$ cat src/rtl/nibbler_pkg.sv
// Shared types for the Nibbler control slice: opcodes, ALU selects, FSM states, decoded control word.
package nibbler_pkg;

  typedef enum logic [3:0] {
    OP_NOP  = 4'h0, OP_LIT  = 4'h1, OP_ADDI = 4'h2, OP_SUBI = 4'h3,
    OP_NORI = 4'h4, OP_CMPI = 4'h5, OP_IN   = 4'h6, OP_OUT  = 4'h7,
    OP_JMP  = 4'h8, OP_JC   = 4'h9, OP_JNC  = 4'hA, OP_JZ   = 4'hB,
    OP_JNZ  = 4'hC, OP_RSVD_D = 4'hD, OP_RSVD_E = 4'hE, OP_HALT = 4'hF
  } opcode_e;

  localparam logic [4:0] ALU_PASSA = 5'b00000;
  localparam logic [4:0] ALU_SUB   = 5'b00110;
  localparam logic [4:0] ALU_PASSB = 5'b11010;
  localparam logic [4:0] ALU_ADD   = 5'b01001;
  localparam logic [4:0] ALU_NOR   = 5'b10001;

  typedef enum logic [2:0] {S_FETCH, S_LOAD, S_EXEC, S_JOP, S_HALT} state_e;

  typedef enum logic [2:0] {C_ALWAYS, C_C, C_NC, C_Z, C_NZ} cond_e;

  typedef struct packed {
    logic [4:0] alu_sel;
    logic       ncin;
    logic       b_sel;
    logic       acc_we;
    logic       out_we;
    logic       flags_we;
    logic       is_jump;
    logic       is_halt;
    cond_e      cond;
  } ctrl_word_t;

  localparam ctrl_word_t CTRL_IDLE = '{alu_sel: ALU_PASSA, ncin: 1'b1, b_sel: 1'b0,
                                       acc_we: 1'b0, out_we: 1'b0, flags_we: 1'b0,
                                       is_jump: 1'b0, is_halt: 1'b0, cond: C_ALWAYS};

  function automatic logic cond_met(cond_e c, logic fc, logic fz);
    case (c)
      C_C:     return fc;
      C_NC:    return !fc;
      C_Z:     return fz;
      C_NZ:    return !fz;
      default: return 1'b1;
    endcase
  endfunction

endpackage

$ cat src/rtl/nibbler_ctrl_decode.sv
// Combinational opcode decoder producing the control word used during S_EXEC / S_JOP.
module nibbler_decode
  import nibbler_pkg::*;
(
  input  opcode_e    opcode,
  output ctrl_word_t ctrl
);

  always_comb begin
    ctrl = CTRL_IDLE;
    case (opcode)
      OP_LIT:  begin ctrl.alu_sel = ALU_PASSB; ctrl.acc_we = 1'b1; ctrl.flags_we = 1'b1; end
      OP_ADDI: begin ctrl.alu_sel = ALU_ADD;   ctrl.acc_we = 1'b1; ctrl.flags_we = 1'b1; end
      OP_SUBI: begin
        ctrl.alu_sel = ALU_SUB; ctrl.ncin = 1'b0; ctrl.acc_we = 1'b1; ctrl.flags_we = 1'b1;
      end
      OP_NORI: begin ctrl.alu_sel = ALU_NOR;   ctrl.acc_we = 1'b1; ctrl.flags_we = 1'b1; end
      OP_CMPI: begin ctrl.alu_sel = ALU_SUB;   ctrl.ncin = 1'b0;   ctrl.flags_we = 1'b1; end
      OP_IN:   begin
        ctrl.alu_sel = ALU_PASSB; ctrl.b_sel = 1'b1; ctrl.acc_we = 1'b1; ctrl.flags_we = 1'b1;
      end
      OP_OUT:  begin ctrl.alu_sel = ALU_PASSA; ctrl.out_we = 1'b1; end
      OP_JMP:  begin ctrl.is_jump = 1'b1; ctrl.cond = C_ALWAYS; end
      OP_JC:   begin ctrl.is_jump = 1'b1; ctrl.cond = C_C;  end
      OP_JNC:  begin ctrl.is_jump = 1'b1; ctrl.cond = C_NC; end
      OP_JZ:   begin ctrl.is_jump = 1'b1; ctrl.cond = C_Z;  end
      OP_JNZ:  begin ctrl.is_jump = 1'b1; ctrl.cond = C_NZ; end
      OP_HALT: ctrl.is_halt = 1'b1;
      default: ;
    endcase
  end

endmodule

$ cat src/rtl/nibbler_ctrl.sv
// Nibbler fetch/decode/execute sequencer. Optional single-step gating of S_FETCH via the
// NIBBLER_STEP_EN macro (adds the step input).
module nibbler_ctrl
  import nibbler_pkg::*;
#(
  parameter int unsigned PC_W = 12
) (
  input  logic            clk,
  input  logic            reset,
`ifdef NIBBLER_STEP_EN
  input  logic            step,
`endif
  output logic [PC_W-1:0] rom_addr,
  input  logic [7:0]      rom_data,
  output logic [4:0]      alu_sel,
  output logic            alu_ncin,
  input  logic            alu_cout,
  input  logic            alu_eq,
  output logic            b_sel,
  output logic [3:0]      imm,
  output logic            acc_we,
  output logic            out_we,
  output logic            flag_c,
  output logic            flag_z,
  output logic            halted
);

  state_e          state_q, state_d;
  logic [PC_W-1:0] pc_q, pc_d;
  logic [7:0]      ir_q, ir_d;
  logic            flag_c_q, flag_c_d;
  logic            flag_z_q, flag_z_d;
  logic            fetch_go;
  ctrl_word_t      dec;
  ctrl_word_t      ctrl;

`ifdef NIBBLER_STEP_EN
  assign fetch_go = step;
`else
  assign fetch_go = 1'b1;
`endif

  nibbler_decode u_decode (
    .opcode (opcode_e'(ir_q[7:4])),
    .ctrl   (dec)
  );

  always_comb begin
    state_d  = state_q;
    pc_d     = pc_q;
    ir_d     = ir_q;
    flag_c_d = flag_c_q;
    flag_z_d = flag_z_q;
    ctrl     = CTRL_IDLE;
    case (state_q)
      S_FETCH: if (fetch_go) begin
        pc_d    = pc_q + PC_W'(1);
        state_d = S_LOAD;
      end
      S_LOAD: begin
        ir_d    = rom_data;
        state_d = S_EXEC;
      end
      S_EXEC: begin
        ctrl = dec;
        if (dec.flags_we) begin
          flag_c_d = alu_cout;
          flag_z_d = alu_eq;
        end
        // Jumps step past the operand byte here so its ROM read lands in S_JOP.
        if (dec.is_jump) begin
          pc_d    = pc_q + PC_W'(1);
          state_d = S_JOP;
        end else if (dec.is_halt) begin
          state_d = S_HALT;
        end else begin
          state_d = S_FETCH;
        end
      end
      S_JOP: begin
        if (cond_met(dec.cond, flag_c_q, flag_z_q)) pc_d = PC_W'({ir_q[3:0], rom_data});
        state_d = S_FETCH;
      end
      S_HALT:  state_d = S_HALT;
      default: state_d = S_FETCH;
    endcase
    // Strobes stay quiet in any cycle where reset is sampled.
    if (reset) ctrl = CTRL_IDLE;
  end

  always_ff @(posedge clk) begin
    if (reset) begin
      state_q  <= S_FETCH;
      pc_q     <= '0;
      ir_q     <= '0;
      flag_c_q <= 1'b0;
      flag_z_q <= 1'b0;
    end else begin
      state_q  <= state_d;
      pc_q     <= pc_d;
      ir_q     <= ir_d;
      flag_c_q <= flag_c_d;
      flag_z_q <= flag_z_d;
    end
  end

  assign rom_addr = pc_q;
  assign imm      = ir_q[3:0];
  assign alu_sel  = ctrl.alu_sel;
  assign alu_ncin = ctrl.ncin;
  assign b_sel    = ctrl.b_sel;
  assign acc_we   = ctrl.acc_we;
  assign out_we   = ctrl.out_we;
  assign flag_c   = flag_c_q;
  assign flag_z   = flag_z_q;
  assign halted   = (state_q == S_HALT);

endmodule

$ cat config.mk
export PLATFORM = sky130hd
export DESIGN_NAME = nibbler_ctrl
export DESIGN_NICKNAME = d
export VERILOG_FILES = /design/src/rtl/nibbler_pkg.sv /design/src/rtl/nibbler_ctrl_decode.sv /design/src/rtl/nibbler_ctrl.sv
export SDC_FILE = /design/constraint.sdc
export NUM_CORES = 1
export LEC_CHECK = 0
export ABC_CLOCK_PERIOD_IN_PS = 3200
export CAP_MARGIN = 20
export CELL_PAD_IN_SITES_DETAIL_PLACEMENT = 0
export CELL_PAD_IN_SITES_GLOBAL_PLACEMENT = 2
export CORE_MARGIN = 1
export CORE_UTILIZATION = 30
export DETAILED_ROUTE_END_ITERATION = 16
export PLACE_DENSITY_LB_ADDON = 0.1
export REMOVE_ABC_BUFFERS = 1
export SKIP_CTS_REPAIR_TIMING = 1
export SYNTH_ARGS = -nofsm -noshare
export SYNTH_HDL_FRONTEND = slang
export SYNTH_SLANG_ARGS = --single-unit
$ cat constraint.sdc
create_clock -name clk -period 3.2 [get_ports clk]
set_clock_uncertainty 0.15 [all_clocks]
set_input_delay 0.48 -clock clk [delete_from_list [all_inputs] [get_ports clk]]
set_output_delay 0.48 -clock clk [all_outputs]
set_load 0.01 [all_outputs]
Word-level counts from Yosys, hierarchy flattened. Index checks and enable logic that the tools add are counted.

Flip-flop bits (word level): 25. Bits of input ports: 12.

Multiplexer cells: 19. Equal/unequal tests: 23. Reduce and logical (&&, ||, !) cells: 11. $add $sub $neg: 1.

Operators with widths (count): $pmux 12 s3 (1); $mux 15 (2); $eq 4x4->1 const B (6); $mux 12 (2); $pmux 3 s4 (2); $pmux 5 s4 (1); $eq 4x3->1 const B (4); $add 12x1->12 const B (1); $eq 3x2->1 const B (4); $reduce_or 5->1 (2); $eq 4x2->1 const B (2); $mux 1 (8); $eq 3x1->1 const B (2); $eq 3x3->1 const B (2); $mux 3 (2); $reduce_or 6->1 (1); $eq 4x1->1 const B (1); $ne 2x2->1 const B (2); $pmux 1 s4 (1); $reduce_or 2->1 (2); $logic_not 3->1 (1); $reduce_and 3->1 (1); $reduce_bool 3->1 (1); $logic_not 1->1 (2); $reduce_and 2->1 (1).

Depth between registers and ports, before layout. Gate-level depths: netlist of run 1.

Word-level depth: 7. Gate-level depth with buffers: 7.

Modules after synthesis. Synthesis of run 1 repeated with hierarchy kept, for this count alone.

Cells, all modules: 201. Area, all modules: 1659.1 um^2.

By module, submodules not included: nibbler_ctrl (area each 1462.7 um^2, sequential area each 500.5 um^2, cells each 172, instances 1); nibbler_decode (area each 196.4 um^2, sequential area each 0.0 um^2, cells each 29, instances 1).

Worst setup path before layout of run 1. No wires, ideal clock.

Kind: input port to output port. Start point: input port reset. End point: output port acc_we. Data arrival time: 1643 ps. Buffers on the path: 2. Data required time: 2570 ps. Slack: 927 ps. Cell stages on the path: 4. Path through: clkbuf_1 -> or4_1 -> clkbuf_1 -> a211oi_1.

Cells in the longest elaborated chain, start to end: 1.

RTL lines: start, declared (RTL line nibbler_ctrl.sv:9) `input logic reset,`; $mux 15 (RTL line nibbler_ctrl.sv:88) `if (reset) ctrl = CTRL_IDLE;`; end, declared (RTL line nibbler_ctrl.sv:21) `output logic acc_we,`.

Every way passes these cells.

Worst setup path in the final report of run 1.
Start point: input port reset. End point: output port alu_sel[2].

Cells in the longest elaborated chain, start to end: 1.

RTL lines: $mux 15 (RTL line nibbler_ctrl.sv:88); end, declared (RTL line nibbler_ctrl.sv:15) `output logic [4:0] alu_sel,`.

Every way passes these cells.

==> results.md, run 1 <==
- Status: finished, final reports clean
- Fmax: 329 MHz
- DRT Wirelength: 4.47 mm
- Pwr/cell area: 351 mW/mm^2
- Max VDD drop: 0.000156 V
- Synth unique cells: 44
- Sequential fraction of the synthesis area: 31.1%
- Inst Count DP: 287
- Worst-skew pair later-pin latency: 270 ps
- Worst r2r dst: rom_addr[4]
- WP depth: 6
- Cell taking the most area after synthesis: dfxtp_1
- Leak pwr: 0.722 nW
- Remaining antenna violation count: 0
- Final Slew Violations: 0
- HP Class: reg -> reg
- Global route overflow: 0
- Area growth, synth to finish: 27.7%
- Cell Area, Placed: 0.00201 mm^2
- Final setup TNS: 0 ps
- Wire length on met1: 2.15 mm
- Met3 WL: 180 um
- Period Utilization, post-route: 95.1%
- Synthesis Warnings: 0
- Crit end category: primary output
- DR vias/cell: 5.31
- First-pass GRT wire length: 7.20 mm
- Non-Filler Instances: 291
- DP Wirelength: 3.16 mm
- Synth Area in XOR/XNOR: 1.09%
- DR top layer: met4
- Rows: 26
- Worst Setup EP: alu_sel[2]
- Vias in the first global route: 1437
- Max Cap Viol: 0
- Reg clk slew, reported paths: 90 ps
- Mux contribution to synthesized area: 7.53%
- Synth area leaders: dfxtp_1 31%, o32ai_2 9.1%, mux2i_1 6.8%, a21oi_1 5.3%, nor2_1 4.7%
- DRT Pass-1 Iters: 4
- Pin count of the biggest net entering global routing: 26
- Syn Area/Cell: 8.35 um^2
- Clock root cell: clkbuf_8
- Critical Path Max Stage Delay: 630 ps
- Share of the synthesized area in the top cell type: 31.1%
- IO Port Bufs: 39
- Die Area: 0.00567 mm^2
- Die width: 75.3 um
- Unrepaired setup endpoints after global routing: no
- Final Cell Area: 0.00206 mm^2
- Vias: 1546
- Ys async rst share: 0%
- Die height: 75.3 um
- Adder-Cell Fraction of Synth Area: 0.776%
- Placer's final routability congestion estimate: 0.710
- Mapped Area: 0.00161 mm^2
- Core ar.: 0.00514 mm^2
- Starting Density: 31.4%
- Final hold vios: 0
- Synth Register Bits: 25
- Share of cells above drive strength 1: 9.05%
- Final setup violating endpoints: 0
- I/O pin total: 40
- Synth Area in Simple Gates: 23.5%
- Drt first-iter violations: 109
- Initial antenna violation count: 0
- Register-to-Register Path Depth: 6
- Worst slew pin tran: 638 ps
- Routed wl met2: 2.08 mm
- CP dominant cell by count: clkdlybuf4s50_1
- Arrival time at the worst endpoint: 2410 ps
- CP max-delay cell: or4_1
- Min Tclk post-route: 3040 ps
- WL/cell: 15.4 um
- Crit-path max FO: 8
- Post-synthesis compound-gate area fraction: 27.6%
- CP bufs+invs: 3
- Hold WS: 352 ps
- Cell chain of the critical path: clkdlybuf4s50_1 -> or4_1 -> nor2_1 -> nand2_1 -> inv_1 -> clkdlybuf4s50_1
- Clk buf depth: 2
- Cells after synthesis: 193
- Worst EP required: 2570 ps
- CTS tree: done
- Total Power: 723 uW
- Nets: 235
- Crit-path leading delay family: buffers and inverters
- Worst slew margin: 57.5%
- Reg2reg setup slack: 640 ps
- Reg2reg start: ir_q[4]
- CTS buffer count: 3
- Main combinational cell family by area after synthesis: compound AO/OA/AOI/OAI gates
- Most frequent cells in the layout: 39 x clkdlybuf4s50_1, 25 x dfxtp_1, 20 x nor2_1, 17 x nand2_1, 17 x a21oi_1
- Crit path launch: reset
- Ys flop type: dfxtp_1
- Post-route DRC violation count: 0
- Worst setup SP type: input port
- Post-synth EDFFs: 0
- Diode count: 0
- Kind of critical path: in -> out
- CTS sink cnt: 25
- Most common cell after layout, fill and taps aside: clkdlybuf4s50_1
- Tot GR Track Use: 16.9%
- Min-delay src: rom_addr[11]
- H-tree Lvls: 1
-- cell usage after synthesis, drive strengths merged (2+ instances only) --
master and n:
dfxtp 25, nor2 20, a21oi 17, nand2 17, buf 11, mux2i 11
clkbuf 9, nor3 9, o32ai 9, a22oi 8, inv 6, and2 5
nand3 4, a211oi 3, nand2b 3, nand4 3, nor2b 3, o21ai 3
a2111oi 2, a32oi 2, and4 2, nor3b 2
-- cell type report --
| type | count | area (um^2) |
|---|---|---|
| multi-input combinational | 142 | 975 |
| tap | 70 | 87.6 |
| inverter | 6 | 22.5 |
| sequential | 25 | 500 |
| timing repair buffer | 44 | 428 |
| clock buffer | 4 | 45.0 |
| fill | 545 | 3080 |
-- registers in the layout, summed over array words and instances, names as in the netlist --
name	cells
rom_addr	12
ir_q	8
state_q	3
flag_c	1
flag_z	1
-- worst register-to-register path, delay by kind of cell (launching register included) --
kind | cells | cell delay, ps
compound gates | 4 | 930
simple gates | 1 | 490
buf+inv | 1 | 240
flops | 1 | 640
-- layer usage --
metal | vias to the layer above | GRT usage [%]
met5 | - | 0
met4 | 0 | 5.35
met3 | 6 | 1.98
met2 | 46 | 27.7
met1 | 733 | 23.1
li1 | 761 | -
-- report_power, final --
group          internal [mW]  switching [mW]
logic                 0.0852          0.0932
clock network         0.0890          0.0998
registers              0.329          0.0272
total                  0.503           0.220
-- how the worst min path moves through the flow --
stage | end | depth (start not counted)
after CTS | rom_addr[1] | 2
final | rom_addr[11] | 2
after global placement | rom_addr[1] | 2
after floorplan | rom_addr[1] | 2
after global routing | rom_addr[11] | 2
after detailed placement | rom_addr[11] | 2
-- cell families after synthesis --
family                     Yosys count
buffers and inverters               26
adders and majority gates            1
and+or+nand+nor                     74
muxes                               12
DFF                                 25
AOI/OAI and AO/OA                   53
xor gates and xnor gates             2
-- metrics by stage --
stage	utilization [%]	setup WS [ps]
floorplan	-	949
global placement	39.2	170
detailed placement	39.2	141
CTS	40.0	139
global route	40.0	45.5
finish	40.0	156
(Power assumes the default switching activity.)
==> run 2, diff against run 1 <==
--- a/config.mk
+++ b/config.mk
@@ -5,13 +5,15 @@
 export SDC_FILE = /design/constraint.sdc
 export NUM_CORES = 1
 export LEC_CHECK = 0
+export ABC_AREA = 1
 export ABC_CLOCK_PERIOD_IN_PS = 3200
 export CAP_MARGIN = 20
 export CELL_PAD_IN_SITES_DETAIL_PLACEMENT = 0
 export CELL_PAD_IN_SITES_GLOBAL_PLACEMENT = 2
 export CORE_MARGIN = 1
-export CORE_UTILIZATION = 30
+export CORE_UTILIZATION = 27
 export DETAILED_ROUTE_END_ITERATION = 16
+export MAX_ROUTING_LAYER = met4
 export PLACE_DENSITY_LB_ADDON = 0.1
 export REMOVE_ABC_BUFFERS = 1
 export SKIP_CTS_REPAIR_TIMING = 1
==> run 2 against run 1 <==
Compared with the run above: maximum frequency up 16%; clock power rose by 7%; register-to-register slack improved by 630 ps; first-iteration DRC count decreased by 35%; final cell count up 27%; core utilization fell by 3.3 points; largest cell class unchanged; largest power group unchanged.
==> results.md, run 2 <==
- Rows: 27
- Combinational Power Share: 33.0%
- Post-route DRC violation count: 0
- Worst EP required: 2570 ps
- H-tree Lvls: 1
- Final Slew Violations: 0
- Share of the synthesized area in the top cell type: 31.3%
- DP Wirelength: 3.24 mm
- Max Cap Viol: 0
- Reg2reg setup slack: 1270 ps
- CTS tree: done
- Worst slew pin tran: 668 ps
- Pin count of the biggest net entering global routing: 21
- Final hold vios: 0
- Vias in the first global route: 1515
- Placer's final routability congestion estimate: 0.733
- Max VDD drop: 0.000225 V
- Starting Density: 28.5%
- Switching share of total power: 35.5%
- DRT Pass-1 Iters: 4
- Reg power frac: 44.3%
- Initial antenna violation count: 0
- Cell chain of the critical path: clkdlybuf4s50_1 -> nor3_1 -> inv_1 -> a31oi_1 -> clkdlybuf4s50_1
- Synth Area in XOR/XNOR: 1.10%
- Unrepaired setup endpoints after global routing: no
- Die height: 78.9 um
- Cell Int Power: 574 uW
- Min Tclk post-route: 2630 ps
- Crit-path max FO: 8
- Drt first-iter violations: 71
- Hold Crit Depth: 2
- DR vias/cell: 4.51
- Vias: 1663
- Crit end category: primary output
- Reg clk slew, reported paths: 100 ps
- Cells after synthesis: 264
- Clock root cell: clkbuf_8
- Share of cells above drive strength 1: 5.05%
- I/O pin total: 40
- Synth unique cells: 26
- Synth area leaders: dfxtp_1 31%, nand2_1 16%, nor2_1 9.2%, inv_1 7.8%, a21oi_1 7.2%
- Cell taking the most area after synthesis: dfxtp_1
- Clk pwr share: 22.7%
- Syn Area/Cell: 6.05 um^2
- Largest register FFs: 12
- CP max-delay cell: clkdlybuf4s50_1
- Commonest cells post-synth: 67 x nand2_1, 39 x nor2_1, 33 x inv_1
- Reg2reg start: state_q[0]
- Global route overflow: 0
- Fmax: 381 MHz
- HP Class: reg -> reg
- Tot GR Track Use: 15.1%
- WL/cell: 12.0 um
- Cell Area, Placed: 0.00201 mm^2
- Crit path launch: reset
- Fill count: 661
- Ys flop type: dfxtp_1
- Hold WS: 323 ps
- Final Cell Area: 0.00206 mm^2
- Min-delay src: ir_q[2]
- Most common cell in the netlist: nand2_1
- Remaining antenna violation count: 0
- Nets: 311
- Mux contribution to synthesized area: 0%
- CP dominant cell by count: clkdlybuf4s50_1
- CTS sink cnt: 25
- Clk buf depth: 2
- Final setup violating endpoints: 0
- Core ar.: 0.00561 mm^2
- Register-to-Register Path Depth: 9
- Area growth, synth to finish: 29.0%
- Critical Path Max Stage Delay: 550 ps
- IO Port Bufs: 39
- Final setup TNS: 0 ps
- Worst slew margin: 55.4%
- Worst setup SP type: input port
- Most frequent cells in the layout: 67 x nand2_1, 39 x nor2_1, 39 x clkdlybuf4s50_1, 33 x inv_1, 25 x dfxtp_1
- Arrival time at the worst endpoint: 2000 ps
- Total Power: 891 uW
- DRT Wirelength: 4.42 mm
- Synth Register Bits: 25
- Synthesis Warnings: 0
- Mapped Area: 0.00160 mm^2
- Adder-Cell Fraction of Synth Area: 0.783%
- Post-synthesis compound-gate area fraction: 14.2%
- Status: finished, final reports clean
- Period Utilization, post-route: 82.1%
- Post-synth EDFFs: 0
- CTS buffer count: 3
- Sequential fraction of the synthesis area: 31.3%
- Leak pwr: 0.842 nW
- Die Area: 0.00623 mm^2
- Synth Area in Simple Gates: 39.5%
- Worst-skew pair later-pin latency: 280 ps
- Die width: 78.9 um
- Ys async rst share: 0%
- First-pass GRT wire length: 7.22 mm
- Main combinational cell family by area after synthesis: simple AND/OR/NAND/NOR gates
- Multi-input gate area: 888 um^2
- Pwr/cell area: 432 mW/mm^2
- Kind of critical path: in -> out
- Register area: 500 um^2
- Most common cell after layout, fill and taps aside: nand2_1
- Switching power: 316 uW
- Diode count: 0
-- run 2: worst max-delay path, delay by kind of cell --
kind                   cells  cell delay (ps)
AO/OA/AOI/OAI              1              160
buffers and inverters      3             1160
AND/OR/NAND/NOR            1              190
-- run 2: path summary, 6_finish.rpt --
kind / end
min: ir_q[2]
max: alu_sel[1]
max reg2reg: rom_addr[7]
min reg2reg: ir_q[2]
-- run 2: cells by family (layout without fill, tap and decap cells) --
group,Yosys count,count (layout)
AO/OA/AOI/OAI,45,45
XOR/XNOR,2,2
adder cells (fa/ha/maj),1,1
buffers and inverters,46,79
flip-flops,25,25
AND/OR/NAND/NOR,145,145
-- run 2: stage by stage --
step	util (%)	setup WS, ps	std cells
after floorplan	-	1400	252
after global placement	35.9	564	365
after detailed placement	35.9	557	365
after CTS	36.7	553	369
after global routing	36.7	421	369
final	36.7	573	369
-- run 2: layer usage --
| layer | share of wire [%] | global-route usage [%] |
|---|---|---|
| met1 | 54 | 20.8 |
| met2 | 42 | 23.4 |
| met3 | 4.2 | 3.10 |
| met4 | 0.48 | 2.18 |
| met5 | 0 | - |
-- run 2: area by class of cell --
cell class              instances  share of cell area [%]
flip-flops and latches         25                    24.3
repair buffers                 41                    19.7
inverters                      34                    6.19
clock buffers                   3                    2.00
multi-input cells             193                    43.1
well taps                      72                    4.37
clock inverters                 1                   0.364
-- run 2: power groups by stage --
stage / Combinational (mW) / Clock, mW / Sequential (mW)
finish: 0.294 / 0.202 / 0.395
detailed placement: 0.297 / 0 / 0.402
global route: 0.336 / 0.229 / 0.403
global placement: 0.298 / 0 / 0.403
CTS: 0.298 / 0.214 / 0.395
floorplan: 0.167 / 0 / 0.406
